[src/rtl/led_bank_arbiter_if.sv]
// Requester-side handshake bundle for led_bank_arbiter: one valid/pattern/ticks/rotate lane
// per requester plus the one-hot accept pulse returned by the arbiter.
interface led_bank_arbiter_if #(
  parameter int unsigned NUM_REQ = 4
);
  logic [NUM_REQ-1:0]   req_valid;
  logic [6*NUM_REQ-1:0] req_pattern;
  logic [8*NUM_REQ-1:0] req_ticks;
  logic [NUM_REQ-1:0]   req_rotate;
  logic [NUM_REQ-1:0]   req_ready;

  modport master (
    output req_valid, req_pattern, req_ticks, req_rotate,
    input  req_ready
  );

  modport slave (
    input  req_valid, req_pattern, req_ticks, req_rotate,
    output req_ready
  );
endinterface

[src/rtl/led_bank_arbiter.sv]
// Round-robin time-sharing of the 6-bit active-low LED bank among NUM_REQ requesters.
// Optional per-tick left rotation of the displayed pattern is built only with LED_BANK_ARB_ROTATE_EN.
module led_bank_arbiter #(
  parameter int unsigned NUM_REQ  = 4,
  parameter logic [31:0] TICK_DIV = 32'd6_749_999
) (
  input  logic                       clk,
  input  logic                       rst,
  led_bank_arbiter_if.slave          req_if,
  output logic [5:0]                 led_n,
  output logic                       busy,
  output logic [$clog2(NUM_REQ)-1:0] grant_id,
  output logic                       done
);
  localparam int unsigned GW = $clog2(NUM_REQ);

  typedef enum logic [1:0] {S_IDLE, S_SHOW, S_GAP} state_e;

  state_e        state_q, state_d;
  logic [31:0]   count_q, count_d;
  logic [7:0]    remaining_q, remaining_d;
  logic [5:0]    pattern_q, pattern_d;
  logic [5:0]    led_n_q, led_n_d;
  logic          busy_q, busy_d;
  logic [GW-1:0] grant_id_q, grant_id_d;

  logic [GW-1:0]      sel;
  logic [5:0]         pat_sel;
  logic [7:0]         ticks_sel;
  logic [7:0]         ticks_eff;
  logic               tick;
  logic [NUM_REQ-1:0] req_ready_c;
  logic               done_c;

`ifdef LED_BANK_ARB_ROTATE_EN
  logic rotate_q, rotate_d;
  logic rot_sel;
`else
  logic unused_rotate;
  assign unused_rotate = ^req_if.req_rotate;
`endif

  // First valid requester strictly after the last grant, wrapping around.
  function automatic logic [GW-1:0] rr_pick(input logic [NUM_REQ-1:0] valid,
                                            input logic [GW-1:0]      last);
    logic [GW-1:0] pick;
    logic          hit;
    pick = last;
    hit  = 1'b0;
    for (int unsigned k = 1; k <= NUM_REQ; k++) begin
      for (int unsigned i = 0; i < NUM_REQ; i++) begin
        if (!hit && valid[i] && (((32'(last) + k) % NUM_REQ) == i)) begin
          hit  = 1'b1;
          pick = GW'(i);
        end
      end
    end
    return pick;
  endfunction

  always_comb begin : arbitrate
    sel       = rr_pick(req_if.req_valid, grant_id_q);
    pat_sel   = '0;
    ticks_sel = '0;
`ifdef LED_BANK_ARB_ROTATE_EN
    rot_sel   = 1'b0;
`endif
    for (int unsigned i = 0; i < NUM_REQ; i++) begin
      if (GW'(i) == sel) begin
        pat_sel   = req_if.req_pattern[6*i +: 6];
        ticks_sel = req_if.req_ticks[8*i +: 8];
`ifdef LED_BANK_ARB_ROTATE_EN
        rot_sel   = req_if.req_rotate[i];
`endif
      end
    end
  end

  assign ticks_eff = (ticks_sel == 8'd0) ? 8'd1 : ticks_sel;
  assign tick      = (count_q == TICK_DIV);

  always_comb begin : next_state
    state_d     = state_q;
    count_d     = count_q;
    remaining_d = remaining_q;
    pattern_d   = pattern_q;
    grant_id_d  = grant_id_q;
    led_n_d     = '1;
    busy_d      = 1'b0;
    req_ready_c = '0;
    done_c      = 1'b0;
`ifdef LED_BANK_ARB_ROTATE_EN
    rotate_d    = rotate_q;
`endif
    unique case (state_q)
      S_IDLE: begin
        if (|req_if.req_valid) begin
          req_ready_c[sel] = 1'b1;
          pattern_d        = pat_sel;
          remaining_d      = ticks_eff;
          grant_id_d       = sel;
          count_d          = '0;
          led_n_d          = ~pat_sel;
          busy_d           = 1'b1;
          state_d          = S_SHOW;
`ifdef LED_BANK_ARB_ROTATE_EN
          rotate_d         = rot_sel;
`endif
        end
      end
      S_SHOW: begin
        busy_d  = 1'b1;
        led_n_d = ~pattern_q;
        count_d = tick ? 32'd0 : count_q + 32'd1;
        if (tick) begin
          remaining_d = remaining_q - 8'd1;
          if (remaining_q == 8'd1) begin
            done_c  = 1'b1;
            led_n_d = '1;
            state_d = S_GAP;
          end else begin
`ifdef LED_BANK_ARB_ROTATE_EN
            if (rotate_q) begin
              pattern_d = {pattern_q[4:0], pattern_q[5]};
              led_n_d   = ~{pattern_q[4:0], pattern_q[5]};
            end
`endif
          end
        end
      end
      S_GAP: begin
        state_d = S_IDLE;
      end
      default: begin
        state_d = S_IDLE;
      end
    endcase
  end

  always_ff @(posedge clk) begin : regs
    if (rst) begin
      state_q     <= S_IDLE;
      count_q     <= '0;
      remaining_q <= '0;
      pattern_q   <= '0;
      led_n_q     <= '1;
      busy_q      <= 1'b0;
      grant_id_q  <= GW'(NUM_REQ - 1);
`ifdef LED_BANK_ARB_ROTATE_EN
      rotate_q    <= 1'b0;
`endif
    end else begin
      state_q     <= state_d;
      count_q     <= count_d;
      remaining_q <= remaining_d;
      pattern_q   <= pattern_d;
      led_n_q     <= led_n_d;
      busy_q      <= busy_d;
      grant_id_q  <= grant_id_d;
`ifdef LED_BANK_ARB_ROTATE_EN
      rotate_q    <= rotate_d;
`endif
    end
  end

  // Accept and slot-end pulses are same-cycle decodes; a reset cycle suppresses both.
  assign req_if.req_ready = req_ready_c & {NUM_REQ{~rst}};
  assign done             = done_c & ~rst;
  assign led_n            = led_n_q;
  assign busy             = busy_q;
  assign grant_id         = grant_id_q;

endmodule

[src/flat_wrapper.sv]
// flat-port wrapper written by rule: the top's interface ports become plain ports
module led_bank_arbiter_flat 
#(
  parameter int unsigned NUM_REQ  = 4,
  parameter logic [31:0] TICK_DIV = 32'd6_749_999
)
  (clk, rst, led_n, busy, grant_id, done, req_if_req_valid, req_if_req_pattern, req_if_req_ticks, req_if_req_rotate, req_if_req_ready);
  led_bank_arbiter_if #(.NUM_REQ(NUM_REQ)) req_if_i ();
  input  logic clk;
  input  logic rst;
  output logic [5:0] led_n;
  output logic busy;
  output logic [$clog2(NUM_REQ)-1:0] grant_id;
  output logic done;
  input wire logic [$bits(req_if_i.req_valid)-1:0] req_if_req_valid;
  input wire logic [$bits(req_if_i.req_pattern)-1:0] req_if_req_pattern;
  input wire logic [$bits(req_if_i.req_ticks)-1:0] req_if_req_ticks;
  input wire logic [$bits(req_if_i.req_rotate)-1:0] req_if_req_rotate;
  output wire logic [$bits(req_if_i.req_ready)-1:0] req_if_req_ready;
  assign req_if_i.req_valid = req_if_req_valid;
  assign req_if_i.req_pattern = req_if_req_pattern;
  assign req_if_i.req_ticks = req_if_req_ticks;
  assign req_if_i.req_rotate = req_if_req_rotate;
  assign req_if_req_ready = req_if_i.req_ready;
  led_bank_arbiter #(.NUM_REQ(NUM_REQ), .TICK_DIV(TICK_DIV)) u_core (.clk(clk), .rst(rst), .req_if(req_if_i), .led_n(led_n), .busy(busy), .grant_id(grant_id), .done(done));
endmodule
[config.mk]
export PLATFORM = sky130hd
export DESIGN_NAME = led_bank_arbiter_flat
export DESIGN_NICKNAME = d
export VERILOG_FILES = /design/src/rtl/led_bank_arbiter_if.sv /design/src/rtl/led_bank_arbiter.sv /design/src/flat_wrapper.sv
export SDC_FILE = /design/constraint.sdc
export NUM_CORES = 1
export LEC_CHECK = 0
export BUFFER_PORTS_ARGS = -buffer_cell sky130_fd_sc_hd__clkbuf_2
export CORE_UTILIZATION = 53
export CTS_CLUSTER_DIAMETER = 100
export DETAILED_ROUTE_END_ITERATION = 10
export PLACE_DENSITY = 0.81
export RECOVER_POWER = 100
export SYNTH_ARGS = -nofsm -noshare
export SYNTH_HDL_FRONTEND = slang
export SYNTH_SLANG_ARGS = --single-unit
[constraint.sdc]
create_clock -name clk -period 3.7 [get_ports clk]
set_clock_uncertainty 0.2 [all_clocks]
set_input_delay 0.37 -clock clk [delete_from_list [all_inputs] [get_ports clk]]
set_output_delay 0.37 -clock clk [all_outputs]
set_load 0.1 [all_outputs]
==> results of run 1 <==
[kinds of logic (layout without fill, tap and decap cells)]
logic type | Yosys count | in the layout | synth area share [%]
DFF | 57 | 57 | 35.6
AOI/OAI and AO/OA | 73 | 73 | 15.0
muxes | 17 | 17 | 9.26
buffers and inverters | 24 | 101 | 3.13
xor gates and xnor gates | 22 | 22 | 6.02
adders and majority gates | 3 | 3 | 1.17
and+or+nand+nor | 177 | 177 | 29.7
[metal layers]
layer	vias up	global-route usage, %	wire (um)
li1	1531	-	-
met1	1463	31.3	3480
met2	95	45.4	3900
met3	7	5.94	382
met4	0	9.09	77
met5	-	0	0
[Yosys cell counts (all sizes together), types with 4 or more instances]
cell type	number	area, sq um
dfxtp	57	1140
nor2	41	154
nand2	27	101
a21oi	21	105
nand3	17	85.1
nor3	16	80.1
clkbuf	15	56.3
o21ai	13	65.1
xor2	13	114
or3	11	73.8
mux4	10	225
nor4	9	56.3
xnor2	9	78.8
nand4	8	56.3
and3	7	43.8
nor3b	7	52.6
or4	7	56.3
a211oi	6	45.0
inv	6	22.5
mux2i	6	60.1
nand2b	6	37.5
or2	5	31.3
and2	4	25.0
nand4b	4	35.0
o22ai	4	25.0
o2bb2ai	4	35.0
[sequential cells by signal, summed over array words and instances (netlist names)]
register and flops:
u_core.count_q 32, u_core.remaining_q 8, u_core.led_n 6, u_core.pattern_q 6
u_core.grant_id 2, u_core.state_q 2, u_core.busy 1
[report_power, final]
group          switching, mW  internal (mW)  leakage, nW  total (mW)
sequential            0.0268          0.651        0.465       0.678
combinational          0.288          0.150        0.891       0.438
clock                  0.245          0.366        0.107       0.611
total                  0.560           1.17         1.46        1.73
[worst max-delay path: stages, from the launching register on]
cell and delay [ns]:
dfxtp_1 0.36, ha_1 0.18, nand3_1 0.17, or3_1 0.41
or4_4 0.57, or3_4 0.47, nor2_2 0.19, buf_12 0.20
[layout make-up]
| type | count | share of cell area (%) |
|---|---|---|
| timing repair buffer | 79 | 10.5 |
| clock inverter | 2 | 0.906 |
| tap | 72 | 2.33 |
| sequential | 57 | 29.5 |
| clock buffer | 14 | 4.46 |
| multi-input combinational | 292 | 51.7 |
| inverter | 6 | 0.582 |
[layout by cell type, fill, tap and decap left out, drive strengths merged, types with 5 or more instances in the layout]
cell type and n:
or2 5, nor3 16, or4 7, nand2b 6, mux4 10, nor4 9, mux2i 6, nor3b 7
inv 6, nand3 17, or3 11, o21ai 13, clkbuf 89, a211oi 6, and3 7, nand2 27
xnor2 9, a21oi 21, dfxtp 57, nand4 8, xor2 13, nor2 41
[final timing paths]
kind / from / slack, ns / to / depth (start not counted)
max: u_core.count_q[0]$_SDFFE_PP0P_ / 0.22 / done / 7
min: u_core.pattern_q[1]$_SDFFE_PP0P_ / 0.26 / u_core.pattern_q[1]$_SDFFE_PP0P_ / 2
max reg2reg: u_core.count_q[0]$_SDFFE_PP0P_ / 0.28 / u_core.count_q[2]$_SDFFE_PP0P_ / 8
min reg2reg: u_core.pattern_q[1]$_SDFFE_PP0P_ / 0.26 / u_core.pattern_q[1]$_SDFFE_PP0P_ / 2
[through the flow]
stage          cell area (sq um)  std cells
3_3_place_gp                3680        506
5_1_grt                     3870        522
4_1_cts                     3890        522
2_1_floorplan               3240        373
3_5_place_dp                3680        506
6_report                    3870        522
[timing repair]
action                                  4_1_cts  5_1_grt
buffers inserted                              0        0
endpoints found under the setup margin        0        1
gates resized for setup                       0        1
==> flow_metrics.tcl, run 1 <==
set metrics [dict create \
    grt_antenna_before_repair 0 \
    critPathRequiredTime_ns 3.13 \
    clk_pin_slew_ns 0.07 \
    numCtsBuffers 9 \
    synth_enable_flop_cells 0 \
    tns_ns 0 \
    die_width_um 79.7 \
    seqCellArea_sq_um 1140 \
    multi_input_area_sq_um 2000 \
    worstSetupPathType "reg2out" \
    fill_cells 498 \
    fmax_mhz 288 \
    synth_area_sq_um 3200 \
    overflow 0 \
    whs_ns 0.262 \
    outcome "complete, no violations" \
    critPathLaunchType "flip-flop" \
    syn_area_per_cell_sq_um 8.58 \
    ys_seq_area_share_pct 35.6 \
    setup_viol 0 \
    area_delta_synth_final_pct 20.8 \
    postLayoutCoreUtil_pct 68.2 \
    floorplan.die_area_sq_um 6360 \
    root_buffer "clkbuf_8" \
    endpoint_kind "output port" \
    hold_buffers 0 \
    insertion_delay_ns 0.34 \
    hpwlAfterDp_um 5840 \
    clockBufferDepth 2 \
    timing.final.crit_share_pct 93.9 \
    cap_violations 0 \
    crit_fanout 9 \
    layout-drive-gt1-share_pct 24.7 \
    ir_drop_mv 0.324 \
    synth_ff_type "dfxtp_1" \
    cts_tree "done" \
    power_mw 1.73 \
    place_ws_ns 0.490 \
    slew_violations 0 \
    hold_viol_final 0 \
    h-tree-depth 3 \
    wl_um 7840 \
    synthCells 373 \
    avgRoutedWirePerCell_um 15.0 \
    num_rows 27 \
    vias 3096 \
    dr.pass1.iters 4 \
    synth.distinct_cells 54 \
    ys_ff_latch 57 \
    fp.dieH_um 79.7 \
    async_flop_share_pct 0 \
    drc_errors 0 \
    worst_pin_slew_ns 1.17 \
    power_density_nw_per_um2 446 \
    drtIter0Drc 164 \
    rsz0062_at_grt "false" \
    setup_slack_ns 0.225 \
    nets 514 \
    syn_nets 442 \
    viasPerCell 5.93 \
    antenna_cells 0 \
    start_util_pct 56.4 \
    track_usage_pct 26.1 \
    yosysWarnings 0 \
    grt_max_degree 26 \
    finalCriticalPeriod_ns 3.48 \
    leakagePower_nw 1.46 \
    crit_arrival_ns 2.91 \
    place_congestion 0.844 \
    grt_pass1_wl_um 12800 \
    fp.coreArea_sq_um 5680 \
    clock-sinks 57 \
    io_pins 80 \
    relSlewSlack_pct 22.4 \
    grt_pass1_vias 2882 \
    portBuffers 75 \
    antenna_left 0 \
    hold_path_class "reg2reg" \
]
Power figures use the tool's default switching activity.
==> inputs of run 2 (changes only) <==
--- a/config.mk
+++ b/config.mk
@@ -6,11 +6,12 @@
 export NUM_CORES = 1
 export LEC_CHECK = 0
 export BUFFER_PORTS_ARGS = -buffer_cell sky130_fd_sc_hd__clkbuf_2
-export CORE_UTILIZATION = 53
+export CORE_UTILIZATION = 35
 export CTS_CLUSTER_DIAMETER = 100
 export DETAILED_ROUTE_END_ITERATION = 10
-export PLACE_DENSITY = 0.81
+export PLACE_DENSITY = 0.57
 export RECOVER_POWER = 100
+export SETUP_SLACK_MARGIN = 0.3
 export SYNTH_ARGS = -nofsm -noshare
 export SYNTH_HDL_FRONTEND = slang
 export SYNTH_SLANG_ARGS = --single-unit
==> constraint.sdc (replaced) <==
create_clock -name clk -period 3.7 [get_ports clk]
set_clock_uncertainty 0.2 [all_clocks]
set_input_delay 0.185 -clock clk [delete_from_list [all_inputs] [get_ports clk]]
set_output_delay 0.185 -clock clk [all_outputs]
set_load 0.1 [all_outputs]
==> run 2 against run 1 <==
- non-clock buffer count increased by 5
- critical path type unchanged
- cell count increased by 7.3%
- register-to-register slack better by 0.16 ns
- die area increased by 50%
- combinational power about the same
- critical path depth did not move
- setup slack better by 0.11 ns
- global-route usage decreased by 8.1 points
- sequential share of layout area shrank 0.23 points
- worst hold slack worse by 0.18 ns
- largest power group unchanged
==> flow_metrics.tcl, run 2 (synthesis gave the netlist of run 1 again) <==
set metrics [dict create \
    die_width_um 97.6 \
    insertion_delay_ns 0.33 \
    start_util_pct 36.4 \
    timing.final.crit_share_pct 90.9 \
    critPathMaxStageDelay_ns 0.58 \
    io_pins 80 \
    fp.coreArea_sq_um 8810 \
    finalCriticalPeriod_ns 3.36 \
    crit_arrival_ns 2.98 \
    layout-drive-gt1-share_pct 24.8 \
    antenna_cells 0 \
    viasPerCell 5.43 \
    tns_ns 0 \
    overflow 0 \
    cap_violations 0 \
    postLayoutCoreUtil_pct 44.3 \
    nets 519 \
    leakagePower_nw 1.46 \
    instances_no_fill 560 \
    critPathLaunchType "flip-flop" \
    hold_path_class "in2reg" \
    relSlewSlack_pct 22.7 \
    worst_pin_slew_ns 1.16 \
    fill_cells 879 \
    multi_input_area_sq_um 2000 \
    portBuffers 75 \
    grt_pass1_wl_um 13700 \
    rsz0062_at_grt "false" \
    floorplan.die_area_sq_um 9530 \
    grt_antenna_before_repair 0 \
    largest_reg_flops 32 \
    final_cell_mix "clkbuf_2, dfxtp_1, nor2_1, nand2_1, a21oi_1" \
    ir_drop_mv 0.181 \
    drtIter0Drc 148 \
    clock-sinks 57 \
    avgRoutedWirePerCell_um 14.5 \
    grt_max_degree 29 \
    area_delta_synth_final_pct 21.8 \
    outcome "complete, no violations" \
    crit_fanout 10 \
    setup_viol 0 \
    power_density_nw_per_um2 419 \
    critPathRequiredTime_ns 3.31 \
    dr.pass1.iters 4 \
    clockBufferDepth 2 \
    fmax_mhz 297 \
    endpoint_kind "output port" \
    grt_pass1_vias 2964 \
    worstSetupPathType "reg2out" \
    slew_violations 0 \
    drc_errors 0 \
    antenna_left 0 \
    numCtsBuffers 9 \
    power_mw 1.63 \
    cts_tree "done" \
    clk_pin_slew_ns 0.06 \
    wl_um 8120 \
    crit_chain "ha_1, nand3_2, or3_4, or4_4, or3_1, nor2_4, buf_8" \
    place_congestion 0.810 \
    fp.dieH_um 97.6 \
    mostFrequentLayoutCell "clkbuf_2" \
    cp_num_buf_inv 1 \
    root_buffer "clkbuf_8" \
    crit_family "simple AND/OR/NAND/NOR gates" \
    place_inst 542 \
    top_regs "u_core.count_q x32, u_core.remaining_q x8" \
    hold_buffers 0 \
    hold_viol_final 0 \
    num_rows 34 \
    track_usage_pct 18.0 \
    h-tree-depth 3 \
    slowest_stage "or4_4" \
    vias 3040 \
    hpwlAfterDp_um 6060 \
    seqCellArea_sq_um 1140 \
    regMostFlops "u_core.count_q" \
]
[run 2: changes by cell type in the layout (fill, tap and decap cells not counted), sizes merged]
cell    before  now
buf          4    8
bufinv       1    0
clkinv       1    0
[run 2: path summary, 6_finish.rpt]
| kind | startpoint | slack, ns | endpoint | cells past startpoint |
|---|---|---|---|---|
| setup / recovery | u_core.count_q[0]$_SDFFE_PP0P_ | 0.34 | done | 7 |
| hold reg to reg | u_core.pattern_q[5]$_SDFFE_PP0P_ | 0.26 | u_core.pattern_q[5]$_SDFFE_PP0P_ | 2 |
| hold / removal | req_if_req_pattern[0] | 0.09 | u_core.led_n[0]$_SDFF_PP1_ | 4 |
| setup reg to reg | u_core.count_q[0]$_SDFFE_PP0P_ | 0.44 | u_core.count_q[15]$_SDFFE_PP0P_ | 8 |
[run 2: where the power goes]
part           total [mW]  internal, mW  switching [mW]
clock network       0.521         0.287           0.234
logic               0.436         0.150           0.286
registers           0.677         0.651          0.0264
[run 2: tightest hold or removal path: stages]
cell	delay [ns]
clkbuf_2	0.08
a211oi_1	0.07
o21ai_0	0.16
nand3_1	0.07
[run 2: through the flow]
step,area [sq um],setup WS (ns),hold slack (ns)
after global placement,3720,0.500,0.241
after CTS,3900,0.405,0.0767
after floorplan,3240,0.0453,0.224
final,3900,0.336,0.0867
after global routing,3900,0.200,0.106
after detailed placement,3720,0.494,0.248
[run 2: final cells by class]
cell class / instances / area share [%]
Sequential cell: 57 / 29.3
Timing Repair Buffer: 84 / 11.2
Tap cell: 108 / 3.47
Multi-Input combinational cell: 292 / 51.2
Clock buffer: 13 / 4.33
Inverter: 6 / 0.578
[run 2: what timing repair did]
action / CTS / global route
pin swaps: 1 / 1
buffers inserted: 0 / 5
resized for setup: 2 / 2
endpoints found under the setup margin: 1 / 1
[run 2: routing by layer]
| layer | part of all wire [%] | vias up | wire, um | global-route usage (%) |
|---|---|---|---|---|
| met3 | 4.4 | 7 | 359 | 4.68 |
| li1 | - | 1536 | - | - |
| met2 | 47 | 76 | 3800 | 28.9 |
| met4 | 1.3 | 0 | 103 | 6.99 |
| met1 | 48 | 1421 | 3860 | 23.1 |
| met5 | 0 | - | 0 | 0 |
==> inputs of run 3 (changes only) <==
--- a/config.mk
+++ b/config.mk
@@ -6,6 +6,7 @@
 export NUM_CORES = 1
 export LEC_CHECK = 0
 export BUFFER_PORTS_ARGS = -buffer_cell sky130_fd_sc_hd__clkbuf_2
+export CORE_ASPECT_RATIO = 1.5
 export CORE_UTILIZATION = 35
 export CTS_CLUSTER_DIAMETER = 100
 export DETAILED_ROUTE_END_ITERATION = 10
==> run 3 against run 2 <==
- count of clock-buffer cells in the layout down 3
- core utilization up 1.0 points
- combinational power about the same
- critical path depth unchanged
- first-iteration DRC count down 13%
- via count up 0.13%
- cell area up 2.6%
- fmax down 0.85%
- cell count unchanged
- clock power up 57%
- sequential share of layout area down 0.73 points
- critical endpoint unchanged
- largest power group is now the clock network
- highest routed layer unchanged
==> flow_metrics.tcl, run 3 (synthesis gave the netlist of run 1 again) <==
set metrics [dict create \
    start_util_pct 36.3 \
    hold_buffers 0 \
    cap_violations 0 \
    post_cts_buffers 0 \
    reg2reg_slack_ns 0.54 \
    hpwlAfterDp_um 6120 \
    worstSetupPathType "reg2out" \
    root_buffer "clkbuf_16" \
    grt_max_degree 26 \
    viasPerCell 5.44 \
    timing.final.crit_share_pct 91.7 \
    top_regs "u_core.count_q x32, u_core.remaining_q x8" \
    dr.pass1.iters 4 \
    critPathLaunchType "flip-flop" \
    worstHoldStart "req_if_req_pattern[0]" \
    track_usage_pct 18.5 \
    p_int_mw 1.34 \
    whs_endpoint "u_core.led_n[0]$_SDFF_PP1_" \
    drtIter0Drc 129 \
    drc_errors 0 \
    critPathRequiredTime_ns 3.31 \
    leakagePower_nw 1.51 \
    tns_ns 0 \
    combPwrFrac_pct 22.6 \
    reg2reg_from "u_core.count_q[0]$_SDFFE_PP0P_" \
    mostFrequentLayoutCell "clkbuf_2" \
    io_pins 80 \
    fill_cells 876 \
    numCtsBuffers 9 \
    fp.coreArea_sq_um 8830 \
    clockBufferDepth 2 \
    hold_path_class "in2reg" \
    rsz0062_at_grt "false" \
    antenna_left 0 \
    place_congestion 0.785 \
    p_switching_mw 0.594 \
    num_rows 42 \
    vias 3044 \
    overflow 0 \
    netSwitchingFraction_pct 30.8 \
    rr_worst_depth 7 \
    grt_antenna_before_repair 0 \
    grt_pass1_wl_um 13800 \
    nets 514 \
    insertion_delay_ns 0.33 \
    multi_input_area_sq_um 2010 \
    fmax_mhz 295 \
    layout-drive-gt1-share_pct 25.3 \
    h-tree-depth 3 \
    avgRoutedWirePerCell_um 14.5 \
    p_clk_share_pct 42.3 \
    cts-resized-gates 2 \
    regMostFlops "u_core.count_q" \
    slew_violations 0 \
    endpoint_kind "output port" \
    relSlewSlack_pct 21.5 \
    antenna_cells 0 \
    postLayoutCoreUtil_pct 45.3 \
    power_density_nw_per_um2 483 \
    portBuffers 75 \
    clk_pin_slew_ns 0.05 \
    hold-path-cell-count 4 \
    rr_endpoint "u_core.count_q[29]$_SDFFE_PP0P_" \
    clock-sinks 57 \
    seq_power_share_pct 35.2 \
    hold_viol_final 0 \
    largest_reg_flops 32 \
    cts_tree "done" \
    ir_drop_mv 0.269 \
    finalCriticalPeriod_ns 3.39 \
    fp.dieH_um 119 \
    area_delta_synth_final_pct 24.9 \
    setup_viol 0 \
    crit_arrival_ns 3.01 \
    seqCellArea_sq_um 1140 \
    outcome "complete, no violations" \
    wl_um 8100 \
    die_width_um 80.1 \
    grt_pass1_vias 2977 \
    crit_fanout 17 \
    floorplan.die_area_sq_um 9540 \
    final_cell_mix "clkbuf_2, dfxtp_1, nor2_1, nand2_1, a21oi_1" \
    worst_pin_slew_ns 1.18 \
]
-- run 3: cell types whose count changed in the layout (fill, tap and decap cells not counted), moves of 2 or more --
| cell | before | now |
|---|---|---|
| buf_4 | 7 | 3 |
| clkbuf_1 | 11 | 9 |
| clkbuf_16 | 0 | 9 |
| clkbuf_8 | 12 | 1 |
| clkinv_2 | 0 | 4 |
| nor3_1 | 14 | 12 |
| nor3_2 | 0 | 2 |
-- run 3: metrics by stage --
step / hold WS, ns / cell area, sq um / std cells / setup WS [ns] / total power [mW]
final: 0.0655 / 4000 / 560 / 0.307 / 1.93
after global routing: 0.127 / 4000 / 560 / 0.162 / 2.02
after CTS: 0.0614 / 4030 / 560 / 0.403 / 1.96
after detailed placement: 0.246 / 3720 / 544 / 0.470 / 1.13
after global placement: 0.241 / 3720 / 544 / 0.509 / 1.13
after floorplan: 0.224 / 3240 / 373 / 0.0453 / 1.03
-- run 3: worst max-delay path by stage --
stage	from	endpoint	slack, ns
floorplan	u_core.grant_id[1]$_SDFFE_PP1P_	req_if_req_ready[2]	0.05
global placement	u_core.count_q[0]$_SDFFE_PP0P_	done	0.51
detailed placement	u_core.count_q[0]$_SDFFE_PP0P_	done	0.47
CTS	u_core.count_q[0]$_SDFFE_PP0P_	done	0.40
global route	u_core.count_q[0]$_SDFFE_PP0P_	done	0.16
finish	u_core.count_q[0]$_SDFFE_PP0P_	done	0.31
-- run 3: worst max-delay path, cell delays in order, from the launching register on --
cell	delay, ns
dfxtp_1	0.36
ha_1	0.19
nand3_1	0.18
or3_1	0.43
or4_4	0.56
or3_4	0.50
nor2_4	0.12
clkbuf_4	0.34
-- run 3: layout make-up --
| cell class | count | share of cell area [%] |
|---|---|---|
| Clock buffer | 10 | 5.98 |
| Clock inverter | 6 | 1.44 |
| Inverter | 6 | 0.563 |
| Multi-Input combinational cell | 292 | 50.2 |
| Sequential cell | 57 | 28.5 |
| Tap cell | 110 | 3.44 |
| Timing Repair Buffer | 79 | 9.86 |
-- run 3: power by group through the flow --
stage	Sequential, mW	Clock, mW	Combinational [mW]
6_report	0.679	0.816	0.436
5_1_grt	0.683	0.865	0.473
4_1_cts	0.679	0.832	0.445
3_5_place_dp	0.691	0	0.443
3_3_place_gp	0.690	0	0.439
2_1_floorplan	0.773	0	0.257
-- run 3: per-layer routing --
layer / part of all wire, % / up-vias / track usage [%]
li1: - / 1526 / -
met1: 41 / 1414 / 20.3
met2: 52 / 90 / 33.0
met3: 4.0 / 14 / 4.14
met4: 2.3 / 0 / 8.59
met5: 0 / - / 0
